===== config.mk =====
export PLATFORM = sky130hd
export DESIGN_NAME = aibnd_rxanlg_mc
export DESIGN_NICKNAME = d
export VERILOG_FILES = /design/src/rtl/aibnd_rxanlg_mc.sv
export SDC_FILE = /design/constraint.sdc
export NUM_CORES = 1
export LEC_CHECK = 0
export ABC_AREA = 1
export CAP_MARGIN = 10
export CELL_PAD_IN_SITES_DETAIL_PLACEMENT = 1
export CELL_PAD_IN_SITES_GLOBAL_PLACEMENT = 1
export CORE_MARGIN = 1.5
export CORE_UTILIZATION = 37
export CTS_CLUSTER_DIAMETER = 50
export DETAILED_ROUTE_END_ITERATION = 12
export PLACE_DENSITY = 0.85
export SLEW_MARGIN = 5
export SYNTH_ARGS = -nofsm -noshare
export SYNTH_HDL_FRONTEND = slang
export SYNTH_SLANG_ARGS = --single-unit

===== constraint.sdc =====
create_clock -name iclk -period 1.8 [get_ports iclk]
set_clock_uncertainty 0.1 [all_clocks]
set_input_delay 0.54 -clock iclk [delete_from_list [all_inputs] [get_ports iclk]]
set_output_delay 0.54 -clock iclk [all_outputs]
set_load 0.02 [all_outputs]

===== src/rtl/aibnd_rxanlg_mc.sv =====
// aibnd_rxanlg_mc: receive-side analog macro controller.
//
// Sequences the receive path through OFF -> CLK_ON -> DATA_ON. The clock path must
// settle for SETTLE_CYC cycles before a data-enable request is honoured. Each pad bit
// goes through a 2-flop synchroniser. The synchronised data feeds two outputs:
//   - odat: a registered sync path, gated by the next state being DATA_ON.
//   - odat_async: an async path, optionally glitch-filtered, gated by odat_on.
//
// Optional feature: define AIBND_RXANLG_MC_GLITCH_FILT_EN to build the per-channel
// glitch filter. Without it, odat_async is the synchroniser output gated by odat_on.
//
// Ports:
//   iclk       in   receive clock; all state updates on its rising edge
//   irst       in   asynchronous active-high reset
//   iopad      in   [NCH] pad data, asynchronous to iclk
//   clk_en     in   clock-path enable request
//   data_en    in   data-path enable request
//   odat       out  [NCH] synchronised, gated data
//   odat_async out  [NCH] filtered (or raw synchronised), gated data
//   oclk_on    out  clock path enabled (CLK_ON or DATA_ON)
//   odat_on    out  data path enabled (DATA_ON)
//   ostate     out  [2] FSM state: OFF=0, CLK_ON=1, DATA_ON=2
module aibnd_rxanlg_mc #(
  parameter int unsigned NCH        = 8,
  parameter int unsigned SETTLE_CYC = 16,
  parameter int unsigned FILT_CYC   = 4
) (
  input  logic           iclk,
  input  logic           irst,
  input  logic [NCH-1:0] iopad,
  input  logic           clk_en,
  input  logic           data_en,
  output logic [NCH-1:0] odat,
  output logic [NCH-1:0] odat_async,
  output logic           oclk_on,
  output logic           odat_on,
  output logic [1:0]     ostate
);

  // Elaboration-time parameter legality checks.
  if (NCH < 1 || NCH > 32) begin : g_bad_nch
    $error("NCH out of range 1..32");
  end
  if (SETTLE_CYC < 1 || SETTLE_CYC > 255) begin : g_bad_settle
    $error("SETTLE_CYC out of range 1..255");
  end
  if (FILT_CYC < 2 || FILT_CYC > 255) begin : g_bad_filt
    $error("FILT_CYC out of range 2..255");
  end

  typedef enum logic [1:0] {
    StOff    = 2'd0,
    StClkOn  = 2'd1,
    StDataOn = 2'd2
  } state_e;

  localparam logic [7:0] SettleMax = 8'(SETTLE_CYC);

  state_e         state_q, state_d;
  logic [7:0]     settle_q, settle_d;
  logic           oclk_on_q, odat_on_q;
  logic [NCH-1:0] sync1_q, sync2_q;
  logic [NCH-1:0] odat_q, odat_d;
  logic           settled;

  assign settled = (settle_q == SettleMax);

  always_comb begin
    state_d  = state_q;
    settle_d = settle_q;
    unique case (state_q)
      StOff: begin
        if (clk_en) begin
          state_d  = StClkOn;
          settle_d = '0;
        end
      end
      StClkOn: begin
        if (!settled) settle_d = settle_q + 8'd1;
        if (!clk_en) begin
          state_d  = StOff;
          settle_d = '0;
        end else if (data_en && settled) begin
          state_d = StDataOn;
        end
      end
      StDataOn: begin
        if (!clk_en) begin
          state_d  = StOff;
          settle_d = '0;
        end else if (!data_en) begin
          // Counter is kept, so re-entry to DATA_ON needs no second settle.
          state_d = StClkOn;
        end
      end
      default: begin
        state_d  = StOff;
        settle_d = '0;
      end
    endcase
  end

  // Gate on the next state so odat clears on the very edge that leaves DATA_ON.
  always_comb begin
    odat_d = (state_d == StDataOn) ? sync2_q : '0;
  end

  always_ff @(posedge iclk or posedge irst) begin
    if (irst) begin
      state_q   <= StOff;
      settle_q  <= '0;
      oclk_on_q <= 1'b0;
      odat_on_q <= 1'b0;
      sync1_q   <= '0;
      sync2_q   <= '0;
      odat_q    <= '0;
    end else begin
      state_q   <= state_d;
      settle_q  <= settle_d;
      // Status flags are dedicated flops so they never glitch on state decode.
      oclk_on_q <= (state_d != StOff);
      odat_on_q <= (state_d == StDataOn);
      sync1_q   <= iopad;
      sync2_q   <= sync1_q;
      odat_q    <= odat_d;
    end
  end

`ifdef AIBND_RXANLG_MC_GLITCH_FILT_EN
  localparam int unsigned FcntW   = $clog2(FILT_CYC);
  localparam logic [FcntW-1:0] FcntMax = FcntW'(FILT_CYC - 1);

  logic [NCH-1:0]            filt_q, filt_d;
  logic [NCH-1:0][FcntW-1:0] fcnt_q, fcnt_d;

  // A channel's filtered state toggles only after sync2 has disagreed with it for
  // FILT_CYC consecutive cycles; any agreement restarts the count.
  always_comb begin
    filt_d = filt_q;
    fcnt_d = fcnt_q;
    for (int unsigned i = 0; i < NCH; i++) begin
      if (sync2_q[i] == filt_q[i]) begin
        fcnt_d[i] = '0;
      end else if (fcnt_q[i] == FcntMax) begin
        filt_d[i] = ~filt_q[i];
        fcnt_d[i] = '0;
      end else begin
        fcnt_d[i] = fcnt_q[i] + 1'b1;
      end
    end
  end

  always_ff @(posedge iclk or posedge irst) begin
    if (irst) begin
      filt_q <= '0;
      fcnt_q <= '0;
    end else begin
      filt_q <= filt_d;
      fcnt_q <= fcnt_d;
    end
  end

  assign odat_async = filt_q & {NCH{odat_on_q}};
`else
  assign odat_async = sync2_q & {NCH{odat_on_q}};
`endif

  assign odat    = odat_q;
  assign oclk_on = oclk_on_q;
  assign odat_on = odat_on_q;
  assign ostate  = state_q;

endmodule


==> run summary <==
DR WL/cell -> 14.42 um
Die height -> 66.68 um
RSZ-0062 raised after global routing -> true
Grt peak-use layer -> met2
Die X -> 66.68 um
Clock period minus worst slack -> 1.758 ns
1st-iter DRT viols -> 27
Nets -> 218
Comb pwr share -> 7.5%
Worst Path Max Fanout -> 5
Global routing usage on met1 -> 22.04%
Initial antenna violation count -> 0
Critical path required time -> 1.16 ns
# DRC -> 0
CTS Root Cell -> clkbuf_8
Setup_tns -> 0 ns
Flip-flop and latch count after synthesis -> 36
Pins Over Slew Limit -> 0
Bufs on Longest Clock Path -> 2
Distinct cells, synth -> 19
Seq/Total Area, Yosys -> 60.05%
Int Pwr -> 0.001588 W
Final setup fails -> 0
Initial core utilization -> 39.78%
Met2 global-route usage -> 33.63%
Pin count of the biggest net entering global routing -> 37
Outcome -> finished clean
Vias -> 1150
CTS H-Tree Depth -> 2
YS warnings -> 0
MaxCap Viol Count -> 0
Sw Ratio -> 20.44%
Detailed placement HPWL -> 2596 um
Crit share post-route -> 97.67%
Most common cell after layout, fill and taps aside -> nand2_1
Fmax -> 568.8 MHz
Synthesized cell area -> 0.001500 sq mm
# port buffers -> 31
P per Cell Area -> 986.4 mW/mm^2
CP Capture Type -> primary output
Fin Hold WS -> 0.2457 ns
Final std cells w/o fill -> 253
TritonRoute pass-1 iters -> 4
Hold buffer count at cts -> 0
Overall routing resource usage -> 19.11%
Met3 usage -> 5.574%
TritonCTS clock tree -> built
Post-DRT Antenna Nets -> 0
Post-placement cell count -> 242
Top Ports -> 32
Die Area -> 0.004446 sq mm
Cell Rows -> 22
CP Class -> reg -> out
Vias in the first global route -> 1306
Synth Net Count -> 177
Syn Area/Cell -> 9.204 sq um
GP Congestion -> 0.8110
CP arrival -> 1.12 ns
Worst-Margin Slew -> 0.3055 ns
Filler cells -> 438
CTS buffer count -> 5
Worst IR Drop VDD -> 0.5665 mV
Seq pwr share -> 42.9%
Commonest cells after routing, fill and taps aside -> 39 x nand2_1, 35 x inv_1, 35 x dfrtp_1
First-pass GRT wire length -> 6175 um
Routed wire length -> 3649 um
Clock transition time at the flip-flop clock pins of the worst setup and hold paths -> 0.08 ns
Max-slew headroom -> 79.56%
Worst reg-to-reg setup slack -> 0.17 ns
CTS Sinks -> 36
GRT Residual Overflow -> 0
HP Class -> reg -> reg
Pleak -> 1.149 nW
Core area -> 0.003771 sq mm
Share of cells above drive strength 1 -> 20.98%
Startpoint Class -> flop
Clock power share -> 49.6%
Antenna diodes -> 0
Area Overhead vs Synth -> 34.86%
Worst-Skew Late Latency -> 0.29 ns
Number of vias per cell -> 4.545
Hold Violations, Final -> 0
Switching power -> 0.0004080 W
Syn Inst Count -> 163
-- stage by stage --
| stage | total power, W | utilization, % | area (sq um) | setup WS, ns |
|---|---|---|---|---|
| floorplan | 0.0009508 | - | 1500 | 0.2721 |
| global placement | 0.001011 | 49.83 | 1879 | -0.1274 |
| detailed placement | 0.001025 | 49.83 | 1879 | -0.2490 |
| CTS | 0.002008 | 53.35 | 2012 | 0.001824 |
| global route | 0.002074 | 53.65 | 2023 | -0.008504 |
| finish | 0.001996 | 53.65 | 2023 | 0.04187 |
-- Yosys cell counts --
cell      instances  area share, %
a21oi_1           1           0.33
buf_4             1           0.50
buf_6             2            1.5
clkbuf_1          1           0.25
dfrtp_1          36             60
ha_1              2            1.7
inv_1            35            8.8
inv_2             2           0.50
nand2_1          40             10
nand2_2           4            1.7
nand3_1          11            3.7
nand3_2           1           0.67
nand4_1           3            1.3
nor2_1            7            1.8
nor2_2            7            2.9
nor2_4            2            1.5
o21ai_0           6            2.0
o21ai_2           1           0.58
or2_2             1           0.42
-- final timing paths --
check	from	end	cells after the start
max	odat_on$_DFF_PP0_	odat_async[2]	4
min	sync1_q[6]$_DFF_PP0_	sync2_q[6]$_DFF_PP0_	0
max reg2reg	settle_q[0]$_DFFE_PP0P_	odat[7]$_DFF_PP0_	8
min reg2reg	sync1_q[6]$_DFF_PP0_	sync2_q[6]$_DFF_PP0_	0
max in group asynchronous	irst	odat_on$_DFF_PP0_	3
min in group asynchronous	irst	settle_q[3]$_DFFE_PP0P_	3
-- cell families (layout without fill, tap and decap cells) --
group | Yosys count | after routing | synth area share [%]
AOI/OAI and AO/OA | 8 | 8 | 2.919
adders and majority gates | 2 | 2 | 1.668
buffers and inverters | 41 | 83 | 11.51
DFF | 36 | 36 | 60.05
and+or+nand+nor | 76 | 76 | 23.85
-- flip-flops by register name, summed over array words and instances, names as in the netlist --
register / cells
ostate: 2
oclk_on: 1
settle_q: 8
sync2_q: 8
odat: 8
odat_on: 1
sync1_q: 8
-- metal layers --
layer	wire [um]	part of all wire, %
met1	1457	40
met2	1979	54
met3	161	4.4
met4	52	1.4
met5	0	0
-- area by class of cell --
class / count / area (sq um) / area share, %
timing repair buffer: 38 / 324.1 / 16.02
clock buffer: 5 / 68.82 / 3.401
clock inverter: 3 / 90.09 / 4.453
multi-input combinational: 86 / 439.2 / 21.71
sequential: 36 / 902.1 / 44.59
inverter: 37 / 138.9 / 6.865
tap: 48 / 60.06 / 2.968
-- what timing repair did --
| action | in CTS | in global routing |
|---|---|---|
| buffers inserted | 2 | 1 |
| setup endpoints to repair | 20 | 16 |
| gates resized for setup | 40 | 10 |
-- power groups by stage --
stage	Combinational (W)	Sequential (W)	Clock, W
detailed placement	0.000152	0.000872	0
global route	0.000165	0.000860	0.00105
CTS	0.000149	0.000857	0.00100
finish	0.000149	0.000856	0.000990
floorplan	0.0000760	0.000875	0
global placement	0.000142	0.000869	0
-- worst max-delay path, cell delays in order (launching register included) --
cell	delay (ns)
dfrtp_2	0.44
buf_4	0.15
nand2_1	0.05
inv_1	0.04
buf_2	0.15
Power figures use the tool's default switching activity.
